<file path="config.mk">
export PLATFORM = sky130hd
export DESIGN_NAME = multicycle_control
export DESIGN_NICKNAME = d
export VERILOG_FILES = /design/src/rtl/multicycle_control.sv
export SDC_FILE = /design/constraint.sdc
export NUM_CORES = 1
export LEC_CHECK = 0
export CORE_MARGIN = 2
export CORE_UTILIZATION = 35
export CTS_BUF_LIST = sky130_fd_sc_hd__clkbuf_4
export CTS_CLUSTER_DIAMETER = 100
export DETAILED_ROUTE_END_ITERATION = 16
export PLACE_DENSITY_LB_ADDON = 0.12
export RECOVER_POWER = 25
export SLEW_MARGIN = 20
export SYNTH_ARGS = -nofsm -noshare
export SYNTH_HDL_FRONTEND = slang
export SYNTH_SLANG_ARGS = --single-unit
</file>
<file path="constraint.sdc">
create_clock -name clk -period 3.58 [get_ports clk]
set_input_delay 0.716 -clock clk [delete_from_list [all_inputs] [get_ports clk]]
set_output_delay 0.716 -clock clk [all_outputs]
set_load 0.01 [all_outputs]
</file>
<file path="src/rtl/multicycle_control.sv">
// Multi-cycle RV32I control FSM: latches instructions and sequences FETCH/DECODE/execute states.
// Latency: R/I/branch/jal retire 3 cycles after FETCH entry; sw 3+W; lw 4+W (W = wait cycles).
// Backpressure: MEM_RD/MEM_WR hold with stable controls while mem_ready is low.
//
// Ports:
//   clk, rst         - clock, synchronous active-high reset
//   rom_data         - instruction word for the current PC (latched in FETCH)
//   zero             - ALU zero flag, used in BRANCH
//   mem_ready        - data memory completes the current request this cycle
//   instr_q          - latched instruction register
//   immsrc, alu_src, alu_ctrl, result_src - datapath selects
//   reg_write, mem_req, mem_we, pc_write, pc_src - datapath strobes
//   retire           - one-cycle pulse per completed instruction
//   illegal          - sticky unsupported-encoding flag, cleared only by rst
module multicycle_control #(
  parameter logic [31:0] RESET_INSTR = 32'h00000013
) (
  input  logic        clk,
  input  logic        rst,
  input  logic [31:0] rom_data,
  input  logic        zero,
  input  logic        mem_ready,
  output logic [31:0] instr_q,
  output logic [1:0]  immsrc,
  output logic        alu_src,
  output logic [2:0]  alu_ctrl,
  output logic [1:0]  result_src,
  output logic        reg_write,
  output logic        mem_req,
  output logic        mem_we,
  output logic        pc_write,
  output logic        pc_src,
  output logic        retire,
  output logic        illegal
);

  typedef enum logic [3:0] {
    S_FETCH,
    S_DECODE,
    S_EXEC_R,
    S_EXEC_I,
    S_MEM_RD,
    S_WB_MEM,
    S_MEM_WR,
    S_BRANCH,
    S_JAL,
    S_TRAP
  } state_t;

  localparam logic [6:0] OP_R      = 7'b0110011;
  localparam logic [6:0] OP_I      = 7'b0010011;
  localparam logic [6:0] OP_LOAD   = 7'b0000011;
  localparam logic [6:0] OP_STORE  = 7'b0100011;
  localparam logic [6:0] OP_BRANCH = 7'b1100011;
  localparam logic [6:0] OP_JAL    = 7'b1101111;

  state_t state, next_state;

  logic [6:0] opcode;
  logic [2:0] funct3;
  logic [6:0] funct7;

  assign opcode = instr_q[6:0];
  assign funct3 = instr_q[14:12];
  assign funct7 = instr_q[31:25];

  always_ff @(posedge clk) begin
    if (rst) begin
      state   <= S_FETCH;
      instr_q <= RESET_INSTR;
      illegal <= 1'b0;
    end else begin
      state <= next_state;
      if (state == S_FETCH) begin
        instr_q <= rom_data;
      end
      // Set on the DECODE->TRAP edge so the flag is already high in the first TRAP cycle.
      if (next_state == S_TRAP) begin
        illegal <= 1'b1;
      end
    end
  end

  always_comb begin
    next_state = state;
    immsrc     = 2'b00;
    alu_src    = 1'b0;
    alu_ctrl   = 3'b000;
    result_src = 2'b00;
    reg_write  = 1'b0;
    mem_req    = 1'b0;
    mem_we     = 1'b0;
    pc_write   = 1'b0;
    pc_src     = 1'b0;
    retire     = 1'b0;

    case (state)
      S_FETCH: begin
        next_state = S_DECODE;
      end

      S_DECODE: begin
        case (opcode)
          OP_R:
            if (funct3 == 3'b000 && (funct7 == 7'b0000000 || funct7 == 7'b0100000))
              next_state = S_EXEC_R;
            else
              next_state = S_TRAP;
          OP_I:
            next_state = (funct3 == 3'b000) ? S_EXEC_I : S_TRAP;
          OP_LOAD:
            next_state = (funct3 == 3'b010) ? S_MEM_RD : S_TRAP;
          OP_STORE:
            next_state = (funct3 == 3'b010) ? S_MEM_WR : S_TRAP;
          OP_BRANCH:
            next_state = (funct3 == 3'b000 || funct3 == 3'b001) ? S_BRANCH : S_TRAP;
          OP_JAL:
            next_state = S_JAL;
          default:
            next_state = S_TRAP;
        endcase
      end

      S_EXEC_R: begin
        alu_ctrl   = funct7[5] ? 3'b001 : 3'b000;
        reg_write  = 1'b1;
        pc_write   = 1'b1;
        retire     = 1'b1;
        next_state = S_FETCH;
      end

      S_EXEC_I: begin
        alu_src    = 1'b1;
        reg_write  = 1'b1;
        pc_write   = 1'b1;
        retire     = 1'b1;
        next_state = S_FETCH;
      end

      S_MEM_RD: begin
        alu_src = 1'b1;
        mem_req = 1'b1;
        if (mem_ready) begin
          next_state = S_WB_MEM;
        end
      end

      S_WB_MEM: begin
        result_src = 2'b01;
        reg_write  = 1'b1;
        pc_write   = 1'b1;
        retire     = 1'b1;
        next_state = S_FETCH;
      end

      S_MEM_WR: begin
        immsrc  = 2'b01;
        alu_src = 1'b1;
        mem_req = 1'b1;
        mem_we  = 1'b1;
        // A store completes in the ready cycle itself; no writeback state follows.
        if (mem_ready) begin
          pc_write   = 1'b1;
          retire     = 1'b1;
          next_state = S_FETCH;
        end
      end

      S_BRANCH: begin
        immsrc     = 2'b10;
        alu_ctrl   = 3'b001;
        pc_write   = 1'b1;
        pc_src     = funct3[0] ? ~zero : zero;
        retire     = 1'b1;
        next_state = S_FETCH;
      end

      S_JAL: begin
        immsrc     = 2'b11;
        result_src = 2'b10;
        reg_write  = 1'b1;
        pc_write   = 1'b1;
        pc_src     = 1'b1;
        retire     = 1'b1;
        next_state = S_FETCH;
      end

      S_TRAP: begin
        next_state = S_TRAP;
      end

      default: begin
        next_state = S_FETCH;
      end
    endcase
  end

endmodule

</file>
# Word level (Yosys, flattened, before mapping)

Index checks and enable logic that the tools add are counted.

Reduce and logical (&&, ||, !) cells: 10
Mux-type cells: 21
Equal/unequal tests: 19
Bitwise logic cells: 1

Operator list:

| operator           | number |
|---|---|
| $mux 4             | 7 |
| $pmux 4 s6         | 1 |
| $eq 7x6->1 const B | 3 |
| $pmux 4 s5         | 1 |
| $eq 4x3->1 const B | 4 |
| $eq 7x7->1 const B | 2 |
| $eq 4x4->1 const B | 3 |
| $eq 4x2->1 const B | 2 |
| $eq 7x2->1 const B | 1 |
| $eq 7x5->1 const B | 1 |
| $logic_not 7->1    | 1 |
| $mux 1             | 7 |
| $pmux 1 s2         | 3 |
| $pmux 2 s3         | 1 |
| $reduce_or 5->1    | 1 |
| $eq 4x1->1 const B | 1 |
| $logic_not 4->1    | 1 |
| $pmux 2 s2         | 1 |
| $reduce_or 4->1    | 1 |
| $eq 3x1->1 const B | 1 |
| $eq 3x2->1 const B | 1 |
| $logic_not 3->1    | 1 |
| $reduce_or 3->1    | 1 |
| $logic_or 1x1->1   | 2 |
| 3 further kinds    | 3 |

Output and inout port bits: 47
Bits in registers: 37
Input bits: 36

# Logic depth before layout (Yosys ltp)

Gate-level depths: netlist (run 1).

Depth after elaboration: 7
Mapped depth: 6
Gate-level depth less buffers: 5

# Least setup slack after synthesis (run 1)

No wires, ideal clock.

Kind: reg2out
Start: reg state[2]
End: out retire
Stages on the path, launching flop included: 7
Data required time: 2.864 ns
Path slack: 1.591 ns
Arrival time: 1.273 ns
Cell sequence: dfxtp_1 > buf_2 > inv_1 > nor2_1 > a21oi_1 > o22ai_1 > buf_4

Longest elaborated chain between the ends: 3

Ends and longest elaborated chain:

| what                                     | RTL line | RTL |
|---|---|---|
| from (decl)                              | 57       | `state_t state, next_state;` |
| from (signal assigned)                   | 73       | `state <= next_state;` |
| $eq 4x4->1, or another cell as far along | -        |  |
| $reduce_or 5->1 (no source line)         | -        |  |
| $pmux 1 s2 (*)                           | -        |  |
| to (decl)                                | 33       | `output logic retire,` |

Every way passes the cells marked *; elsewhere a longest branch is shown, timed or not.

# Worst setup path in the final report (run 1)

Start: reg state[2]
End: out pc_write

Longest elaborated chain between the ends: 3

Ends and longest elaborated chain:

| what                                     | RTL line | RTL |
|---|---|---|
| $eq 4x4->1, or another cell as far along | 97       | `case (state)` |
| $reduce_or 5->1 (no source line)         | -        |  |
| $pmux 1 s2 (*)                           | 97       |  |
| to (decl)                                | 31       | `output logic pc_write,` |

Marks and branches as above.

==> Flow_metrics.wiki, run 1 <==
{| class="wikitable"
! Metric !! Value
|-
| CP startpoint kind || register
|-
| Final-layout worst hold slack || 0.4582 ns
|-
| Clock transition at the registers of the reported paths || 0.11 ns
|-
| Sum of net half-perimeters after detailed placement || 3.330 mm
|-
| Clock sinks || 37
|-
| NetSw || 754.5 uW
|-
| Number of rows created at floorplan || 25
|-
| Register area || 740.7 um^2
|-
| Path type of the worst setup path || reg2out
|-
| Cts repair resizes || 0
|-
| Critical path required time || 2.86 ns
|-
| Effective utilization at floorplan || 36.88%
|-
| Fraction of power consumed by the clock network || 11.1%
|-
| Setup TNS || 0 ns
|-
| Antenna violations before repair || 0
|-
| Total grt overflow || 0
|-
| Area overhead of the layout relative to synthesis || 49.30%
|-
| Die Area || 5663 um^2
|-
| Max Buffers Root-to-Sink || 2
|-
| Final setup vio count || 0
|-
| RSZ-0062 raised after global routing || no
|-
| Buffer type at the clock tree root || clkbuf_4
|-
| FF+latch count, synth || 37
|-
| Number of design-rule violations left by the first detailed-router iteration || 81
|-
| Detailed-route via count || 1815
|-
| Avg Cell Area, Syn || 7.403 um^2
|-
| Cell internal pwr || 1084 uW
|-
| DRC || 0
|-
| Highest clock rate || 0.3424 GHz
|-
| Die boundary height || 75.25 um
|-
| Average wire length per cell after detail routing || 12.12 um
|-
| Antenna viol nets, final || 0
|-
| Number of clock buffers inserted by TritonCTS || 5
|-
| Multi-input combinational cell area || 933.4 um^2
|-
| Buffers added on ports || 80
|-
| Clock latency reported for the late side of the worst-skew pair || 0.34 ns
|-
| Number of antenna repair diodes || 0
|-
| Fraction of registers with async set/reset || 0%
|-
| Netlist cell types || 43
|-
| Main flop type after synthesis || dfxtp_1
|-
| Crit-path max FO || 10
|-
| Slew @ Worst Pin || 1.499 ns
|-
| TritonCTS clock tree || yes
|-
| Post-synthesis sequential area ratio || 41.69%
|-
| Leakage dissipation || 0.001010 uW
|-
| Syn. warnings || 0
|-
| Arrival time of the worst setup path || 2.20 ns
|-
| Number of global-route vias before repair || 1657
|-
| Core region area || 4817 um^2
|-
| Overall die width || 75.25 um
|-
| Post-CTS setup repair buffer count || 0
|-
| Net switching share of the total power || 41.03%
|-
| Number of buffers inserted by hold repair at cts || 0
|-
| Pin count of the biggest net entering global routing || 33
|-
| Final clock skew || 0.007116 ns
|-
| Global-route wire length before repair || 7.355 mm
|-
| Total Nets Final || 350
|-
| Number of inserted filler cells in the final layout || 495
|-
| Fraction of final layout cells sized beyond drive strength 1 || 4.777%
|-
| Combinational Power Share || 52.5%
|-
| Deepest level of the CTS H-tree || 2
|-
| Highest ir drop seen on vdd || 273.1 uV
|-
| Portion of total power attributed to sequential cells || 36.4%
|-
| Synthesized instance count || 240
|-
| Time the final worst path needs with I/O delays and setup || 2.920 ns
|-
| Placer Congestion || 0.7629
|-
| Global-route total usage across every layer || 16.93%
|-
| Fraction of the cycle the final worst path needs || 81.57%
|-
| Post-DR vias/cell || 4.764
|-
| Count of TritonRoute iterations in the first routing pass || 4
|-
| Number of max-cap violations || 1
|-
| # IOs || 83
|-
| Routed Wire Length || 4.617 mm
|-
| Post-layout utilization of the core || 55.06%
|-
| EDFF count, synth || 0
|-
| Worst hold-check path type || reg2reg
|-
| Final Hold Fails || 0
|-
| Crit path capture type || output port
|-
| Max-slew violations || 0
|-
| Result of the run || finished, violations left
|-
| Violations in the final reports || capacitance limit
|-
| Power density normalized to cell area || 693.2 nW/um^2
|-
| Syn Std Cell Area || 1777 um^2
|-
| Worst relative slew slack || 0.04251%
|}
## worst max-delay path, stage by stage, from the launching register on
cell,delay [ns]
dfxtp_1,0.60
inv_1,0.21
nor2_1,0.23
a21oi_1,0.06
o22ai_1,0.20
clkdlybuf4s50_1,0.56
## cell type report
cell class	instances	area share [%]
Multi-Input combinational cell	180	35.19
Clock inverter	2	0.4245
Inverter	7	0.9906
Timing Repair Buffer	83	30.90
Sequential cell	37	27.92
Tap cell	67	3.160
Clock buffer	5	1.415
## synth_stat cells (all sizes together), types with 2 or more instances
library cell | number | share of area (%)
nand2 | 75 | 16
a21oi | 38 | 11
dfxtp | 37 | 42
nor2 | 14 | 3.0
buf | 10 | 3.2
clkbuf | 7 | 1.5
inv | 7 | 1.5
nand2b | 5 | 1.8
o21ai | 5 | 1.4
nand3b | 3 | 1.3
nor2b | 3 | 1.1
nor3 | 3 | 0.84
nor4 | 3 | 1.8
o22ai | 3 | 1.4
a211o | 2 | 1.1
a22oi | 2 | 0.84
nand3 | 2 | 0.56
nor3b | 2 | 0.84
nor4b | 2 | 1.8
o31ai | 2 | 0.84
## power by group through the flow
stage                     registers [uW]  logic, uW  clock network [uW]
final                                669        965                 205
after global routing                 691       1080                 233
after CTS                            672        990                 219
after detailed placement             682        986                   0
after global placement               678        983                   0
after floorplan                      684        548                   0
## final timing paths
kind	from	end	slack, ns	depth (start not counted)
worst max-delay path	state[2]	pc_write	0.66	5
worst max register to register	state[1]	instr_q[24]	1.17	5
worst min-delay path	instr_q[19]	instr_q[19]	0.46	2
worst min register to register	instr_q[19]	instr_q[19]	0.46	2
## through the flow
stage          setup WS, ns  area [um^2]  power [uW]  instances
3_5_place_dp         0.7560         2614        1668        374
6_report             0.6598         2653        1839        381
3_3_place_gp         0.8039         2614        1660        374
2_1_floorplan         1.591         1780        1233        241
4_1_cts              0.6352         2663        1882        381
5_1_grt              0.4734         2653        2003        381
## cell families (layout without fill, tap and decap cells)
logic type	count (synthesis)	after routing	share of synthesized area, %
compound gates	57	57	18.94
xor+xnor	1	1	0.4930
buf+inv	24	97	6.127
flops	37	37	41.69
mux	1	1	0.5634
other cells	1	2	0.2111
simple gates	119	119	31.97
## layer usage
| layer | vias to the layer above | GRT usage (%) | wire length, um | share of wire, % |
|---|---|---|---|---|
| met5 | - | 0 | 0 | 0 |
| met4 | 0 | 4.678 | 53 | 1.1 |
| met3 | 6 | 6.024 | 321 | 7.0 |
| met2 | 57 | 28.46 | 2216 | 48 |
| met1 | 802 | 20.57 | 2027 | 44 |
| li1 | 950 | - | - | - |
## state kept, by name, indices dropped and copies added (netlist names)
signal	cells
illegal	1
instr_q	32
state	4
## cells in the final DEF, fill, tap and decap left out, types with 4 or more instances in the layout
master and count:
a21oi_1 38, clkbuf_4 5, clkdlybuf4s50_1 79, dfxtp_1 37, inv_1 6, nand2_1 75, nand2b_1 5, nor2_1 14
o21ai_0 4
No activity file was read; power rests on OpenSTA's default activity.
==> run 2: changes to the inputs <==
Clock period 3.58 ns to 2.6 ns, I/O delays scaled along.
==> Flow_metrics.wiki, run 2 (synthesis gave the netlist of run 1 again) <==
{| class="wikitable"
! Metric !! Value
|-
| Area overhead of the layout relative to synthesis || 51.83%
|-
| Sum of net half-perimeters after detailed placement || 3.490 mm (+4.8%)
|-
| Number of clock buffers inserted by TritonCTS || 5 (unchanged)
|-
| Number of design-rule violations left by the first detailed-router iteration || 50 (-38%)
|-
| Antenna violations before repair || 0 (unchanged)
|-
| Routed Wire Length || 4.620 mm (about the same)
|-
| Die boundary height || 75.25 um (unchanged)
|-
| Register area || 745.7 um^2 (+0.68%)
|-
| Commonest non-fill, non-tap cells in the layout || clkdlybuf4s50_1, nand2_1, a21oi_1
|-
| Detailed-route wire length on metal 1 || 2.029 mm (about the same)
|-
| Highest ir drop seen on vdd || 435.9 uV (+60%)
|-
| Fraction of the cycle the final worst path needs || 92.31%
|-
| Pin count of the biggest net entering global routing || 27 (-18%)
|-
| Met3 layer wire length in the routed design || 361 um (+12%)
|-
| Met2 wirelength from detailed routing || 2.183 mm (-1.5%)
|-
| Slew @ Worst Pin || 1.134 ns (-0.3654 ns)
|-
| Post-CTS setup repair buffer count || 0 (unchanged)
|-
| Final clock skew || 0.009166 ns (+0.002050 ns)
|-
| Clock transition at the registers of the reported paths || 0.11 ns (about the same)
|-
| TritonCTS clock tree || yes
|-
| Worst reg2reg startpoint || instr_q[3]
|-
| DRC || 0 (unchanged)
|-
| Total Nets Final || 355 (+1.4%)
|-
| Global-route total usage across every layer || 16.87% (-0.060 points)
|-
| Core region area || 4817 um^2 (unchanged)
|-
| Deepest level of the CTS H-tree || 2 (unchanged)
|-
| Total grt overflow || 0 (unchanged)
|-
| Combinational Power Share || 53.5% (+1.0 points)
|-
| Number of antenna repair diodes || 0 (unchanged)
|-
| Leakage dissipation || 0.001034 uW (+2.4%)
|-
| RSZ-0062 raised after global routing || no
|-
| Max Buffers Root-to-Sink || 2 (unchanged)
|-
| Antenna viol nets, final || 0 (unchanged)
|-
| Fraction of power consumed by the clock network || 10.9% (-0.2 points)
|-
| Global-route wire length before repair || 7.389 mm (+0.46%)
|-
| Arrival time of the worst setup path || 1.88 ns (-0.32 ns)
|-
| Buffer type at the clock tree root || clkbuf_4
|-
| Clock sinks || 37 (unchanged)
|-
| Detailed-route via count || 1827 (+0.66%)
|-
| DP Cell Count || 379 (+1.3%)
|-
| Crit path capture type || output port
|-
| Critical path launch point || state[3]
|-
| Worst relative slew slack || 24.40% (+24 points)
|-
| Highest clock rate || 0.4167 GHz
|-
| Result of the run || complete, no violations
|-
| Top reg by flops || instr_q
|-
| Final Hold Fails || 0 (unchanged)
|-
| Final std cells w/o fill || 386 (+1.3%)
|-
| Overall die width || 75.25 um (unchanged)
|-
| Startpoint of the tightest hold check path || instr_q[15]
|-
| Post-route setup slack || 0.1999 ns (-0.4599 ns)
|-
| Max-slew violations || 0 (unchanged)
|-
| Average wire length per cell after detail routing || 11.97 um (-1.2%)
|-
| Placer Congestion || 0.7918 (+3.8%)
|-
| Commonest non-fill, non-tap cell in the layout || clkdlybuf4s50_1
|-
| Multi-input combinational cell area || 939.7 um^2 (+0.67%)
|-
| Die Area || 5663 um^2 (unchanged)
|-
| NetSw || 1046 uW (+39%)
|-
| Clock latency reported for the late side of the worst-skew pair || 0.34 ns (about the same)
|-
| Fraction of final layout cells sized beyond drive strength 1 || 7.524% (+2.7 points)
|-
| Post-DR vias/cell || 4.733 (-0.64%)
|-
| # IOs || 83 (unchanged)
|-
| Number of rows created at floorplan || 25 (unchanged)
|-
| CP startpoint kind || register
|-
| Max reg flops || 32 (unchanged)
|-
| Cell area after layout || 2698 um^2 (+1.7%)
|-
| Time the final worst path needs with I/O delays and setup || 2.400 ns
|-
| Critical path required time || 2.08 ns (-0.78 ns)
|-
| Final-layout worst hold slack || 0.4595 ns (+0.001336 ns)
|-
| Setup slack at placement || 0.2003 ns (-0.5557 ns)
|-
| Largest registers || instr_q (32), state (4), illegal (1)
|-
| Number of global-route vias before repair || 1614 (-2.6%)
|-
| Number of inserted filler cells in the final layout || 491 (-0.81%)
|-
| Number of max-cap violations || 0 (-1)
|-
| Net switching share of the total power || 40.62% (-0.41 points)
|-
| Post-DP Area || 2651 um^2 (+1.4%)
|-
| Cell internal pwr || 1529 uW (+41%)
|-
| Portion of total power attributed to sequential cells || 35.6% (-0.8 points)
|-
| Effective utilization at floorplan || 36.88% (unchanged)
|-
| Buffers added on ports || 80 (unchanged)
|-
| Final setup vio count || 0 (unchanged)
|-
| Power density normalized to cell area || 954.4 nW/um^2 (+38%)
|-
| Crit-path max FO || 12 (+2)
|-
| Top sig layer || met4
|-
| Path type of the worst setup path || reg2out
|-
| Count of TritonRoute iterations in the first routing pass || 4 (unchanged)
|-
| Setup TNS || 0 ns (unchanged)
|-
| Worst hold-check path type || reg2reg
|}
[run 2: cell types whose count changed in the layout (fill, tap and decap cells not counted)]
cell / before / now
buf_4: 2 / 6
dfxtp_1: 37 / 33
dfxtp_2: 0 / 4
clkbuf_1: 1 / 2
nor4_1: 2 / 1
nor4_2: 0 / 1
[run 2: worst max-delay path: stages, from the launching register on]
cell and delay [ns]:
dfxtp_2 0.41, nand2b_1 0.22, nor2_1 0.18, nand2_1 0.11
nand2_1 0.09, clkdlybuf4s50_1 0.53
[run 2: layout make-up]
| type | count | share of cell area (%) |
|---|---|---|
| well taps | 67 | 3.108 |
| inverters | 7 | 0.9740 |
| repair buffers | 88 | 31.63 |
| clock inverters | 2 | 0.4174 |
| clock buffers | 5 | 1.391 |
| multi-input cells | 180 | 34.83 |
| flip-flops and latches | 37 | 27.64 |
[run 2: worst paths after layout]
kind / to / slack [ns] / cells after the start
setup / recovery: immsrc[0] / 0.20 / 5
hold / removal: instr_q[15] / 0.46 / 2
setup reg to reg: illegal / 0.99 / 5
hold reg to reg: instr_q[15] / 0.46 / 2
[run 2: routing by layer]
layer  vias to the layer above  GRT usage, %
met5                         -             0
met4                         0         4.678
met3                         6         6.560
met2                        58         26.71
met1                       799         21.52
li1                        964             -
[run 2: timing repair]
item,in CTS,in global routing
hold buffers,0,0
hold endpoints to repair,0,0
setup endpoints to repair,0,6
resized for setup,0,4
[run 2: per-stage QoR]
step / util, % / power [uW]
2_1_floorplan: - / 1698
3_3_place_gp: 55.04 / 2321
3_5_place_dp: 55.04 / 2335
4_1_cts: 56.05 / 2620
5_1_grt: 56.00 / 2805
6_report: 56.00 / 2574
[run 2: power groups by stage]
stage	sequential (uW)	combinational, uW	clock [uW]
finish	917	1380	280
detailed placement	930	1400	0
floorplan	942	755	0
global placement	926	1400	0
CTS	916	1410	294
global route	952	1540	317
